File: config.mk
export PLATFORM = sky130hd
export DESIGN_NAME = pong_renderer
export DESIGN_NICKNAME = d
export VERILOG_FILES = /design/src/rtl/pong_pkg.sv /design/src/rtl/vs_edge_sync.sv /design/src/rtl/pong_renderer.sv
export SDC_FILE = /design/constraint.sdc
export NUM_CORES = 1
export LEC_CHECK = 0
export ABC_AREA = 0
export BUFFER_PORTS_ARGS = -buffer_cell sky130_fd_sc_hd__buf_2
export CORE_UTILIZATION = 60
export DETAILED_ROUTE_END_ITERATION = 10
export GPL_ROUTABILITY_DRIVEN = 0
export PLACE_DENSITY = 0.89
export SYNTH_ARGS = -nofsm -noshare
export SYNTH_HDL_FRONTEND = slang
export SYNTH_SLANG_ARGS = --single-unit
File: constraint.sdc
create_clock -name CLOCK_50 -period 5.9 [get_ports CLOCK_50]
set_clock_uncertainty 0.15 [all_clocks]
set_input_delay 0.59 -clock CLOCK_50 [delete_from_list [all_inputs] [get_ports CLOCK_50]]
set_output_delay 0.59 -clock CLOCK_50 [all_outputs]
set_load 0.05 [all_outputs]
File: src/rtl/pong_pkg.sv
// -----------------------------------------------------------------------------
// pong_pkg
// Shared types and constants for the pong_renderer pixel/game pipeline:
// the game state enum, playfield geometry, VGA timing offsets, the serve
// position and the colour palette.
// No ports (package). The optional border (macro PONG_BORDER_EN) uses
// BORDER_W from here.
// -----------------------------------------------------------------------------
package pong_pkg;

    localparam int COORD_W = 11;
    typedef logic [COORD_W-1:0] coord_t;

    typedef enum logic [1:0] {
        SERVE = 2'd0,
        PLAY  = 2'd1,
        MISS  = 2'd2
    } game_state_t;

    typedef struct packed {
        logic [7:0] r;
        logic [7:0] g;
        logic [7:0] b;
    } rgb_t;

    // Visible playfield and the position of its first pixel in beam coordinates
    localparam coord_t SCREEN_W = 11'd640;
    localparam coord_t SCREEN_H = 11'd480;
    localparam coord_t X_OFFSET = 11'd145;
    localparam coord_t Y_OFFSET = 11'd36;

    localparam coord_t SERVE_X  = 11'd316;
    localparam coord_t SERVE_Y  = 11'd236;
    localparam coord_t BORDER_W = 11'd4;

    localparam rgb_t COLOR_BLACK = 24'h000000;
    localparam rgb_t COLOR_WHITE = 24'hFFFFFF;
    localparam rgb_t COLOR_RED   = 24'hFF0000;
    localparam rgb_t COLOR_GREEN = 24'h00FF00;
    localparam rgb_t COLOR_BG    = 24'h000040;

    // True when pos lies in the half-open span [start, start + len)
    function automatic logic inRange(input coord_t pos, input coord_t start, input coord_t len);
        return (pos >= start) && (pos < start + len);
    endfunction

endpackage

File: src/rtl/vs_edge_sync.sv
// -----------------------------------------------------------------------------
// vs_edge_sync
// Two-flop synchronizer for WIDTH asynchronous inputs, plus a registered
// rising-edge pulse on bit 0. Used for VGA_VS (edge output is the frame
// tick) and for the push buttons (edge output left unused).
// Ports:
//   CLOCK_50  in   system clock
//   reset     in   synchronous, active-high
//   async_i   in   [WIDTH] asynchronous inputs
//   sync_o    out  [WIDTH] synchronized levels
//   rise_o    out  one-cycle pulse on a rising edge of synchronized bit 0
// RESET_VAL sets the value the chain holds in reset; for an idle-high
// signal like VGA_VS this keeps an edge that lines up with reset release
// from producing a spurious pulse.
// -----------------------------------------------------------------------------
module vs_edge_sync #(
    parameter int   WIDTH     = 1,
    parameter logic RESET_VAL = 1'b0
) (
    input  logic             CLOCK_50,
    input  logic             reset,
    input  logic [WIDTH-1:0] async_i,
    output logic [WIDTH-1:0] sync_o,
    output logic             rise_o
);

    logic [WIDTH-1:0] meta_q;
    logic [WIDTH-1:0] sync_q;
    logic             prev_q;
    logic             rise_q;

    // Two-stage synchronizer followed by a one-cycle edge detector; the
    // pulse is registered so it arrives three cycles after the input rises.
    always_ff @(posedge CLOCK_50) begin
        if (reset) begin
            meta_q <= {WIDTH{RESET_VAL}};
            sync_q <= {WIDTH{RESET_VAL}};
            prev_q <= RESET_VAL;
            rise_q <= 1'b0;
        end else begin
            meta_q <= async_i;
            sync_q <= meta_q;
            prev_q <= sync_q[0];
            rise_q <= sync_q[0] & ~prev_q;
        end
    end

    assign sync_o = sync_q;
    assign rise_o = rise_q;

endmodule

File: src/rtl/pong_renderer.sv
// -----------------------------------------------------------------------------
// pong_renderer
// Pixel stage behind the VGA timing generator: maps beam coordinates to the
// 640x480 playfield, draws ball / paddle / background into a registered
// 24-bit colour, and runs a single-player ball-and-paddle game that
// advances once per frame.
// Ports:
//   CLOCK_50        in   50 MHz clock
//   reset           in   synchronous, active-high
//   x, y            in   [11] beam column / row
//   ativo_vga       in   active-video qualifier
//   VGA_VS          in   vertical sync (active low, asynchronous)
//   btn_left/right  in   paddle buttons (active high, asynchronous)
//   VGA_R/G/B       out  [8] registered colour, 1 cycle after x/y
//   frame_tick      out  one-cycle pulse at the end of each VS pulse
//   score           out  [8] consecutive paddle hits, saturating
// Build option: define PONG_BORDER_EN to draw a 4-pixel white border and
// move the left, right and top bounce limits in by the same amount.
// -----------------------------------------------------------------------------
module pong_renderer
    import pong_pkg::*;
#(
    parameter int BALL_SIZE    = 8,
    parameter int PADDLE_W     = 64,
    parameter int PADDLE_H     = 8,
    parameter int PADDLE_Y     = 460,
    parameter int BALL_SPEED   = 2,
    parameter int PADDLE_SPEED = 4,
    parameter int MISS_FRAMES  = 60
) (
    input  logic        CLOCK_50,
    input  logic        reset,
    input  logic [10:0] x,
    input  logic [10:0] y,
    input  logic        ativo_vga,
    input  logic        VGA_VS,
    input  logic        btn_left,
    input  logic        btn_right,
    output logic [7:0]  VGA_R,
    output logic [7:0]  VGA_G,
    output logic [7:0]  VGA_B,
    output logic        frame_tick,
    output logic [7:0]  score
);

    localparam coord_t BALL_SZ   = coord_t'(BALL_SIZE);
    localparam coord_t SPD       = coord_t'(BALL_SPEED);
    localparam coord_t PAD_W     = coord_t'(PADDLE_W);
    localparam coord_t PAD_H     = coord_t'(PADDLE_H);
    localparam coord_t PAD_Y     = coord_t'(PADDLE_Y);
    localparam coord_t PAD_SPD   = coord_t'(PADDLE_SPEED);
    localparam coord_t PAD_MAX   = SCREEN_W - PAD_W;
    localparam coord_t PAD_RESET = PAD_MAX >> 1;

`ifdef PONG_BORDER_EN
    localparam coord_t WALL = BORDER_W;
`else
    localparam coord_t WALL = 11'd0;
`endif

    localparam coord_t X_MIN  = WALL;
    localparam coord_t X_MAX  = SCREEN_W - BALL_SZ - WALL;
    localparam coord_t Y_MIN  = WALL;
    localparam coord_t MISS_Y = SCREEN_H - BALL_SZ;

    localparam int                MISS_W    = (MISS_FRAMES > 2) ? $clog2(MISS_FRAMES) : 1;
    localparam logic [MISS_W-1:0] MISS_INIT = MISS_W'(MISS_FRAMES - 1);
    localparam logic [MISS_W-1:0] MISS_ONE  = MISS_W'(1);

    // ---------------------------------------------------------------------
    // Input synchronizers
    // ---------------------------------------------------------------------
    logic [0:0] vsLevel_unused;
    logic [1:0] btnSync;
    logic       btnRise_unused;
    logic       btnLeft;
    logic       btnRight;

    vs_edge_sync #(
        .WIDTH     (1),
        .RESET_VAL (1'b1)
    ) uVsSync (
        .CLOCK_50 (CLOCK_50),
        .reset    (reset),
        .async_i  (VGA_VS),
        .sync_o   (vsLevel_unused),
        .rise_o   (frame_tick)
    );

    vs_edge_sync #(
        .WIDTH     (2),
        .RESET_VAL (1'b0)
    ) uBtnSync (
        .CLOCK_50 (CLOCK_50),
        .reset    (reset),
        .async_i  ({btn_right, btn_left}),
        .sync_o   (btnSync),
        .rise_o   (btnRise_unused)
    );

    assign btnLeft  = btnSync[0];
    assign btnRight = btnSync[1];

    // ---------------------------------------------------------------------
    // Game state
    // ---------------------------------------------------------------------
    game_state_t       state_q,    state_d;
    coord_t            ballX_q,    ballX_d;
    coord_t            ballY_q,    ballY_d;
    logic              dirRight_q, dirRight_d;
    logic              dirDown_q,  dirDown_d;
    coord_t            padX_q,     padX_d;
    logic [7:0]        score_q,    score_d;
    logic [MISS_W-1:0] missCnt_q,  missCnt_d;
    logic              paddleHit;

    // The ball is caught when, moving down, its bottom edge would reach the
    // paddle top within this frame's step and it overlaps the paddle span.
    assign paddleHit = dirDown_q
                    && (ballY_q + BALL_SZ + SPD >= PAD_Y)
                    && (ballY_q + BALL_SZ <= PAD_Y)
                    && (ballX_q + BALL_SZ > padX_q)
                    && (ballX_q < padX_q + PAD_W);

    // Next-state logic. Everything holds outside the frame_tick cycle, so
    // updates happen during vertical blanking. The two ball axes are
    // resolved independently, which lets a wall bounce and a paddle catch
    // land on the same frame.
    always_comb begin
        state_d    = state_q;
        ballX_d    = ballX_q;
        ballY_d    = ballY_q;
        dirRight_d = dirRight_q;
        dirDown_d  = dirDown_q;
        padX_d     = padX_q;
        score_d    = score_q;
        missCnt_d  = missCnt_q;

        if (frame_tick) begin
            if (btnLeft && !btnRight) begin
                padX_d = (padX_q <= PAD_SPD) ? 11'd0 : padX_q - PAD_SPD;
            end else if (btnRight && !btnLeft) begin
                padX_d = (padX_q >= PAD_MAX - PAD_SPD) ? PAD_MAX : padX_q + PAD_SPD;
            end

            unique case (state_q)
                SERVE: begin
                    ballX_d    = SERVE_X;
                    ballY_d    = SERVE_Y;
                    dirRight_d = 1'b1;
                    dirDown_d  = 1'b0;
                    if (btnLeft || btnRight) begin
                        state_d = PLAY;
                    end
                end

                PLAY: begin
                    if (dirRight_q) begin
                        if (ballX_q >= X_MAX - SPD) begin
                            ballX_d    = X_MAX;
                            dirRight_d = 1'b0;
                        end else begin
                            ballX_d = ballX_q + SPD;
                        end
                    end else begin
                        if (ballX_q <= X_MIN + SPD) begin
                            ballX_d    = X_MIN;
                            dirRight_d = 1'b1;
                        end else begin
                            ballX_d = ballX_q - SPD;
                        end
                    end

                    if (!dirDown_q) begin
                        if (ballY_q <= Y_MIN + SPD) begin
                            ballY_d   = Y_MIN;
                            dirDown_d = 1'b1;
                        end else begin
                            ballY_d = ballY_q - SPD;
                        end
                    end else if (paddleHit) begin
                        ballY_d   = PAD_Y - BALL_SZ;
                        dirDown_d = 1'b0;
                        score_d   = (score_q == 8'hFF) ? score_q : score_q + 8'd1;
                    end else begin
                        ballY_d = ballY_q + SPD;
                        if (ballY_q + SPD >= MISS_Y) begin
                            state_d   = MISS;
                            score_d   = 8'd0;
                            missCnt_d = MISS_INIT;
                        end
                    end
                end

                MISS: begin
                    if (missCnt_q == '0) begin
                        state_d    = SERVE;
                        ballX_d    = SERVE_X;
                        ballY_d    = SERVE_Y;
                        dirRight_d = 1'b1;
                        dirDown_d  = 1'b0;
                    end else begin
                        missCnt_d = missCnt_q - MISS_ONE;
                    end
                end

                default: state_d = SERVE;
            endcase
        end
    end

    // Game registers, returning to a fresh serve on reset
    always_ff @(posedge CLOCK_50) begin
        if (reset) begin
            state_q    <= SERVE;
            ballX_q    <= SERVE_X;
            ballY_q    <= SERVE_Y;
            dirRight_q <= 1'b1;
            dirDown_q  <= 1'b0;
            padX_q     <= PAD_RESET;
            score_q    <= 8'd0;
            missCnt_q  <= '0;
        end else begin
            state_q    <= state_d;
            ballX_q    <= ballX_d;
            ballY_q    <= ballY_d;
            dirRight_q <= dirRight_d;
            dirDown_q  <= dirDown_d;
            padX_q     <= padX_d;
            score_q    <= score_d;
            missCnt_q  <= missCnt_d;
        end
    end

    // ---------------------------------------------------------------------
    // Pixel generation
    // ---------------------------------------------------------------------
    coord_t px;
    coord_t py;
    logic   visible;
    logic   onBall;
    logic   onPaddle;
    rgb_t   colour_d;
    rgb_t   rgb_q;
`ifdef PONG_BORDER_EN
    logic   onBorder;
`endif

    // Beam coordinates left of / above the playfield wrap to large values,
    // so a single unsigned compare rejects both sides.
    assign px       = x - X_OFFSET;
    assign py       = y - Y_OFFSET;
    assign visible  = ativo_vga && (px < SCREEN_W) && (py < SCREEN_H);
    assign onBall   = inRange(px, ballX_q, BALL_SZ) && inRange(py, ballY_q, BALL_SZ);
    assign onPaddle = inRange(px, padX_q, PAD_W) && inRange(py, PAD_Y, PAD_H);
`ifdef PONG_BORDER_EN
    assign onBorder = (px < BORDER_W) || (px >= SCREEN_W - BORDER_W)
                   || (py < BORDER_W) || (py >= SCREEN_H - BORDER_W);
`endif

    // Layer priority: ball over paddle over border over background. The
    // ball turns red while a miss is being shown.
    always_comb begin
        colour_d = COLOR_BLACK;
        if (visible) begin
            if (onBall) begin
                colour_d = (state_q == MISS) ? COLOR_RED : COLOR_WHITE;
            end else if (onPaddle) begin
                colour_d = COLOR_GREEN;
`ifdef PONG_BORDER_EN
            end else if (onBorder) begin
                colour_d = COLOR_WHITE;
`endif
            end else begin
                colour_d = COLOR_BG;
            end
        end
    end

    // One-cycle colour register; x holds for two cycles so every 25 MHz
    // pixel sees a full stable period at the DAC.
    always_ff @(posedge CLOCK_50) begin
        if (reset) begin
            rgb_q <= COLOR_BLACK;
        end else begin
            rgb_q <= colour_d;
        end
    end

    assign VGA_R = rgb_q.r;
    assign VGA_G = rgb_q.g;
    assign VGA_B = rgb_q.b;
    assign score = score_q;

endmodule

## Word-level counts from Yosys, hierarchy flattened

Index checks and enable logic that the tools add are counted.

| operators by class | value |
|---|---|
| add/subtract/negate cells | 14 |
| multipliers | 0 |
| divide/modulo/power cells | 0 |
| order comparisons | 20 |
| equality and inequality tests | 10 |
| shift-type cells | 0 |
| muxes and demuxes | 41 |
| bitwise logic cells | 3 |
| reduce and logical (&&, ||, !) cells | 29 |

Operator list:

| kind | count |
|---|---|
| 2-to-1 mux 11 bit | 12 |
| case mux 11 bit (3 select lines) | 2 |
| < comparator 11 bit | 4 |
| adder 11 x 2 -> 11 bit (second input constant) | 3 |
| >= comparator 11 bit | 3 |
| >= comparator 11 x 9 -> 1 bit (second input constant) | 3 |
| 2-to-1 mux 16 bit | 2 |
| 2-to-1 mux 24 bit | 1 |
| 2-to-1 mux 6 bit | 4 |
| 2-to-1 mux 8 bit | 3 |
| adder 11 x 4 -> 11 bit (second input constant) | 2 |
| >= comparator 11 x 10 -> 1 bit (second input constant) | 2 |
| less-or-equal comparator 11 x 2 -> 1 bit (second input constant) | 2 |
| < comparator 11 x 9 -> 1 bit (second input constant) | 2 |
| subtractor 11 x 2 -> 11 bit (second input constant) | 2 |
| logical AND 1 bit | 14 |
| inequality test 2 bit (second input constant) | 7 |
| case mux 6 bit (2 select lines) | 1 |
| AND reduction 6 bit | 2 |
| adder 11 x 3 -> 11 bit (second input constant) | 1 |
| adder 11 x 7 -> 11 bit (second input constant) | 1 |
| > comparator 11 bit | 1 |
| less-or-equal comparator 11 x 3 -> 1 bit (second input constant) | 1 |
| less-or-equal comparator 11 x 9 -> 1 bit (second input constant) | 1 |
| other kinds (25) | 41 |

| word-level totals | value |
|---|---|
| flip-flop bits (word level) | 83 |
| bits in latches | 0 |
| RAM bits | 0 |
| bits in read-only memories | 0 |
| input bits | 28 |
| output and inout bits | 33 |
| memories | 0 |

## Logic depth before layout (Yosys ltp)

| logic depth | value |
|---|---|
| depth in word-level cells | 10 |
| mapped depth | 15 |
| mapped depth without buffers | 15 |

## Hierarchy

From an unflattened synthesis, not the netlist that was laid out.

| unflattened totals | value |
|---|---|
| cell total of the unflattened synthesis | 843 |
| area total of the unflattened synthesis | 6621.4 um2 |

By module, submodules not included:

| module | instances | cells an instance | area each (um2) | seq. area each (um2) |
|---|---|---|---|---|
| pong_renderer | 1 | 823 | 6351.1 | 1021.0 |
| vs_edge_sync (uBtnSync) | 1 | 12 | 163.9 | 120.1 |
| vs_edge_sync (uVsSync) | 1 | 8 | 106.4 | 80.1 |

## Worst setup path after synthesis

OpenSTA, ideal clock, no wires.

| timing path | value |
|---|---|
| path type | reg2reg |
| start point | register ballX_q[3] |
| end point | register score_q[0] (netlist: score[0]) |
| data arrival time | 3428 ps |
| required time | 5679 ps |
| path slack | 2250 ps |
| stages on the path, launching flop included | 14 |
| buffers on the path | 2 |
| cell sequence | dfxtp_1 > clkbuf_1 > nand3_1 > nor4_1 > xnor2_1 > ha_1 > nand4_1 > nor2_1 > a2111oi_0 > nand4_1 > o31a_1 > buf_6 > or4_1 > a21oi_1 |

| between the ends | value |
|---|---|
| word-level cells in the longest chain between the ends | 6 |
| elaborated cells between the ends (all ways) | 9 |
| classes of those cells | 1 x add/sub; 2 x order compare; 1 x eq/ne; 1 x mux; 4 x reduce/logical |

RTL lines:

| element | RTL line | source |
|---|---|---|
| from (decl) | pong_renderer.sv:108 | `coord_t ballX_q, ballX_d;` |
| from (signal assigned) | pong_renderer.sv:225 | `ballX_q <= ballX_d;` |
| adder 11 x 4 -> 11 bit | pong_renderer.sv:122 | `&& (ballX_q + BALL_SZ > padX_q)` |
| > comparator 11 bit | pong_renderer.sv:122 |  |
| logical AND 1 bit | pong_renderer.sv:122 |  |
| logical AND 1 bit (*) | pong_renderer.sv:123 | `&& (ballX_q < padX_q + PAD_W);` |
| inequality test 2 bit (no source line) or nonzero test 2 bit (tied branches) | n/a |  |
| AND reduction 5 bit (no source line) | n/a |  |
| to (signal assigned) | pong_renderer.sv:230 | `score_q <= score_d;` |
| to (decl) | pong_renderer.sv:113 | `logic [7:0] score_q, score_d;` |

Mark *: on every way between the ends. The rest lies on a longest branch, timed or not.
A chain may end at the register's enable or synchronous reset.

## Worst setup path in the final report

| timing path | value |
|---|---|
| start point | register padX_q[6] |
| end point | register score_q[5] (netlist: score[5]) |

| between the ends | value |
|---|---|
| word-level cells in the longest chain between the ends | 5 |
| elaborated cells between the ends (all ways) | 9 |
| classes of those cells | 1 x add/sub; 2 x order compare; 1 x eq/ne; 1 x mux; 4 x reduce/logical |

RTL lines:

| element | RTL line | source |
|---|---|---|
| from (decl) | pong_renderer.sv:112 | `coord_t padX_q, padX_d;` |
| from (signal assigned) | pong_renderer.sv:229 | `padX_q <= padX_d;` |
| adder 11 x 7 -> 11 bit or > comparator 11 bit (tied branches) | pong_renderer.sv:123, pong_renderer.sv:122 |  |
| < comparator 11 bit or logical AND 1 bit (tied branches) | pong_renderer.sv:123, pong_renderer.sv:122 |  |
| logical AND 1 bit (*) | pong_renderer.sv:123 |  |
| inequality test 2 bit (no source line) or nonzero test 2 bit (tied branches) | n/a |  |
| AND reduction 5 bit (no source line) | n/a |  |

Marked as above.

==> flow_metrics.env <==
export IMPL_drt_antenna_violating_nets=0
export IMPL_start_util_pct=62.46
export IMPL_result_of_the_run="complete, no violations"
export IMPL_tightest_slew_ps=1112
export IMPL_drt_first_iter_violations=678
export IMPL_number_of_antenna_violations_at_the_first_check_in_global_routing=0
export IMPL_worst_hold_path_type="reg -> reg"
export IMPL_setup_total_negative_slack_ps=0
export IMPL_fmax_mhz=232.0
export IMPL_antenna_cells=0
export IMPL_ctsResizeCount=0
export IMPL_clkLatencyLatePin_ps=350
export IMPL_vias_in_the_first_global_route=5818
export IMPL_worst_setup_path_end_kind="flop"
export IMPL_pwr_share_comb_pct=14.7
export IMPL_power_leakage_uw=0.002938
export IMPL_floorplan_io_pins=61
export IMPL_syn_avg_cell_area_um2=7.625
export IMPL_multi_input_comb_area_um2=4781
export IMPL_netlist_cell_type_count=73
export IMPL_final_min_period_over_clock_period_pct=73.06
export IMPL_hpwl_um=12270
export IMPL_ys_dominant_reg_cell="sky130_fd_sc_hd__dfxtp_1"
export IMPL_crit_type="reg -> reg"
export IMPL_cap_viol_max_count=0
export IMPL_vias=6523
export IMPL_ff_latch_area_um2=1181
export IMPL_utilization_pct=66.26
export IMPL_first_pass_grt_wire_length_um=26910
export IMPL_placement_rows=37
export IMPL_layout_cells_most_common="sky130_fd_sc_hd__ha_1"
export IMPL_net_switching_power_uw=262.4
export IMPL_ir_worst_vdd_uv=124.3
export IMPL_regToRegSetupSlack_ps=1590
export IMPL_worstRegToRegCells=11
export IMPL_final_critical_path_required_period_ps=4311
export IMPL_final_routed_wire_length_divided_by_cell_count_um=15.95
export IMPL_critical_path_peak_fanout=16
export IMPL_chipHeight_um=106.4
export IMPL_cts_num_sinks=59
export IMPL_design_die_area_um2=11310
export IMPL_sw_frac_of_total_pct=27.01
export IMPL_totalWireLength_um=16140
export IMPL_cts_made_buffers=9
export IMPL_finalMaxSlewViolations=0
export IMPL_slew_headroom_pct=25.24
export IMPL_crit_start="padX_q[6]"
export IMPL_clock_power_share_pct=43.7
export IMPL_power_per_cell_area_nw_per_um2=140.1
export IMPL_postCtsSetupRepairBufs=0
export IMPL_ys_ff_latch=59
export IMPL_ctsHtreeMaxLevel=3
export IMPL_number_of_setup_violations_in_the_final_report=0
export IMPL_finalHoldViolations=0
export IMPL_fp_coreArea_um2=10460
export IMPL_areaGrowthSynthToFinish_pct=6.088
export IMPL_clockRootBuffer="sky130_fd_sc_hd__clkbuf_8"
export IMPL_synth_warning_count=0
export IMPL_die_w_um=106.4
export IMPL_cts_tree="done"
export IMPL_timing_critical_path_required_ps=5930
export IMPL_cts_hold_buf=0
export IMPL_syn_inst=857
export IMPL_power_report_internal_total_uw=709.1
export IMPL_clk_pin_slew_ps=80
export IMPL_rsz0062_at_grt="no"
export IMPL_post_layout_total_power_uw=971.5
export IMPL_grt_usage_pct=29.22
export IMPL_placement_io_buffers=60
export IMPL_layout_common_cells="sky130_fd_sc_hd__ha_1 (96), sky130_fd_sc_hd__inv_1 (68), sky130_fd_sc_hd__a21oi_1 (68)"
export IMPL_post_route_cells_drive_above_1_share_pct=10.84
export IMPL_syn_num_nets=981
export IMPL_synthArstFlopShare_pct=0
export IMPL_post_route_drc_count=0
export IMPL_final_nets=995
export IMPL_placed_area_um2=6706
export IMPL_yosysSeqAreaShare_pct=18.07
export IMPL_synth_edff_count=0
export IMPL_critical_path_startpoint_type="flop"
export IMPL_mappedNetlistArea_um2=6535
export IMPL_num_fill_cells=886
export IMPL_total_congestion_overflow_after_global_routing=0
export IMPL_worst_endpoint_arrival_ps=4340
export IMPL_timing_rr_start="padX_q[6]"
export IMPL_r2r_end="score[5]"
export IMPL_max_root_sink_buffers=2
export IMPL_dr_pass1_iters=5
export IMPL_cp_endpoint="score[5]"
export IMPL_seq_power_share_pct=41.6
export IMPL_post_dr_vias_cell=6.446
export IMPL_fin_area_um2=6933
export IMPL_pin_count_of_the_biggest_net_entering_global_routing=37
[synth_stat cells (all sizes together) (13+ instances only)]
cell type / instances / area share (%)
a211oi: 13 / 1.6
a21oi: 68 / 5.2
buf: 26 / 2.9
clkbuf: 33 / 1.9
dfxtp: 59 / 18
ha: 96 / 18
inv: 69 / 4.0
nand2: 55 / 3.2
nand3: 29 / 2.2
nor2: 54 / 3.1
nor2b: 13 / 1.2
nor3: 26 / 2.0
o21a: 17 / 2.0
o21ai: 38 / 2.9
o31ai: 18 / 2.1
or4: 16 / 1.9
xnor2: 32 / 4.3
xor2: 13 / 1.9
[logic make-up after synthesis]
| kind of cell | after synthesis | share of synthesized area (%) |
|---|---|---|
| xor+xnor | 45 | 6.146 |
| compound gates | 260 | 26.92 |
| mux | 5 | 0.7659 |
| buf+inv | 128 | 8.769 |
| fa+ha+maj | 96 | 18.38 |
| flops | 59 | 18.07 |
| simple gates | 264 | 20.95 |
[power by group through the flow]
stage,clock network (uW),logic (uW),registers (uW)
finish,425,143,404
global route,450,164,404
CTS,432,142,404
detailed placement,0,141,413
global placement,0,137,413
floorplan,0,98.0,413
[worst max-delay path, stage by stage, from the launching register on]
cell and delay, ps:
sky130_fd_sc_hd__dfxtp_1 530, sky130_fd_sc_hd__ha_1 300, sky130_fd_sc_hd__nand3_1 110, sky130_fd_sc_hd__xnor2_1 350, sky130_fd_sc_hd__ha_1 320, sky130_fd_sc_hd__nand4_1 130, sky130_fd_sc_hd__nor2_1 70, sky130_fd_sc_hd__a2111oi_0 490
sky130_fd_sc_hd__nand4_1 400, sky130_fd_sc_hd__nor4_2 1010, sky130_fd_sc_hd__or4_1 220, sky130_fd_sc_hd__a21oi_1 70
[state kept, by name, summed over array words and instances, names as in the netlist]
name             cells
ballX_q             10
ballY_q             10
padX_q               9
score                8
missCnt_q            6
VGA_B                2
state_q              2
uBtnSync.meta_q      2
uBtnSync.sync_o      2
VGA_G                1
VGA_R                1
dirDown_q            1
dirRight_q           1
uVsSync.meta_q       1
uVsSync.prev_q       1
uVsSync.rise_o       1
uVsSync.sync_o       1
[worst min-delay path by stage]
stage	startpoint	to	slack, ps	depth (start not counted)
after floorplan	uVsSync.prev_q	uVsSync.rise_o	220	1
after global placement	uVsSync.prev_q	uVsSync.rise_o	230	1
after detailed placement	uVsSync.prev_q	uVsSync.rise_o	230	1
after CTS	uVsSync.prev_q	uVsSync.rise_o	250	1
after global routing	VGA_VS	uVsSync.meta_q	270	2
final	uVsSync.prev_q	uVsSync.rise_o	240	1
[metal layers]
layer	wire length (um)	track usage, %	up-vias
met1	7217	40.05	2986
met5	0	0	-
met4	433	11.90	0
met2	7062	44.99	315
li1	-	-	3180
met3	1428	5.150	42
[area by class of cell]
cell class | count | area share [%]
multi-input cells | 670 | 68.96
flip-flops and latches | 59 | 17.04
repair buffers | 62 | 4.548
inverters | 69 | 3.736
well taps | 136 | 2.454
clock buffers | 10 | 1.985
clock inverters | 6 | 1.281
[stage by stage]
| stage | setup WS (ps) | std cells | hold slack [ps] |
|---|---|---|---|
| after CTS | 1687 | 1012 | 248.5 |
| after global placement | 1880 | 996 | 225.6 |
| after detailed placement | 1721 | 996 | 233.1 |
| after global routing | 1194 | 1012 | 267.0 |
| after floorplan | 2250 | 857 | 222.1 |
| final | 1589 | 1012 | 244.7 |
(Power assumes the default switching activity.)
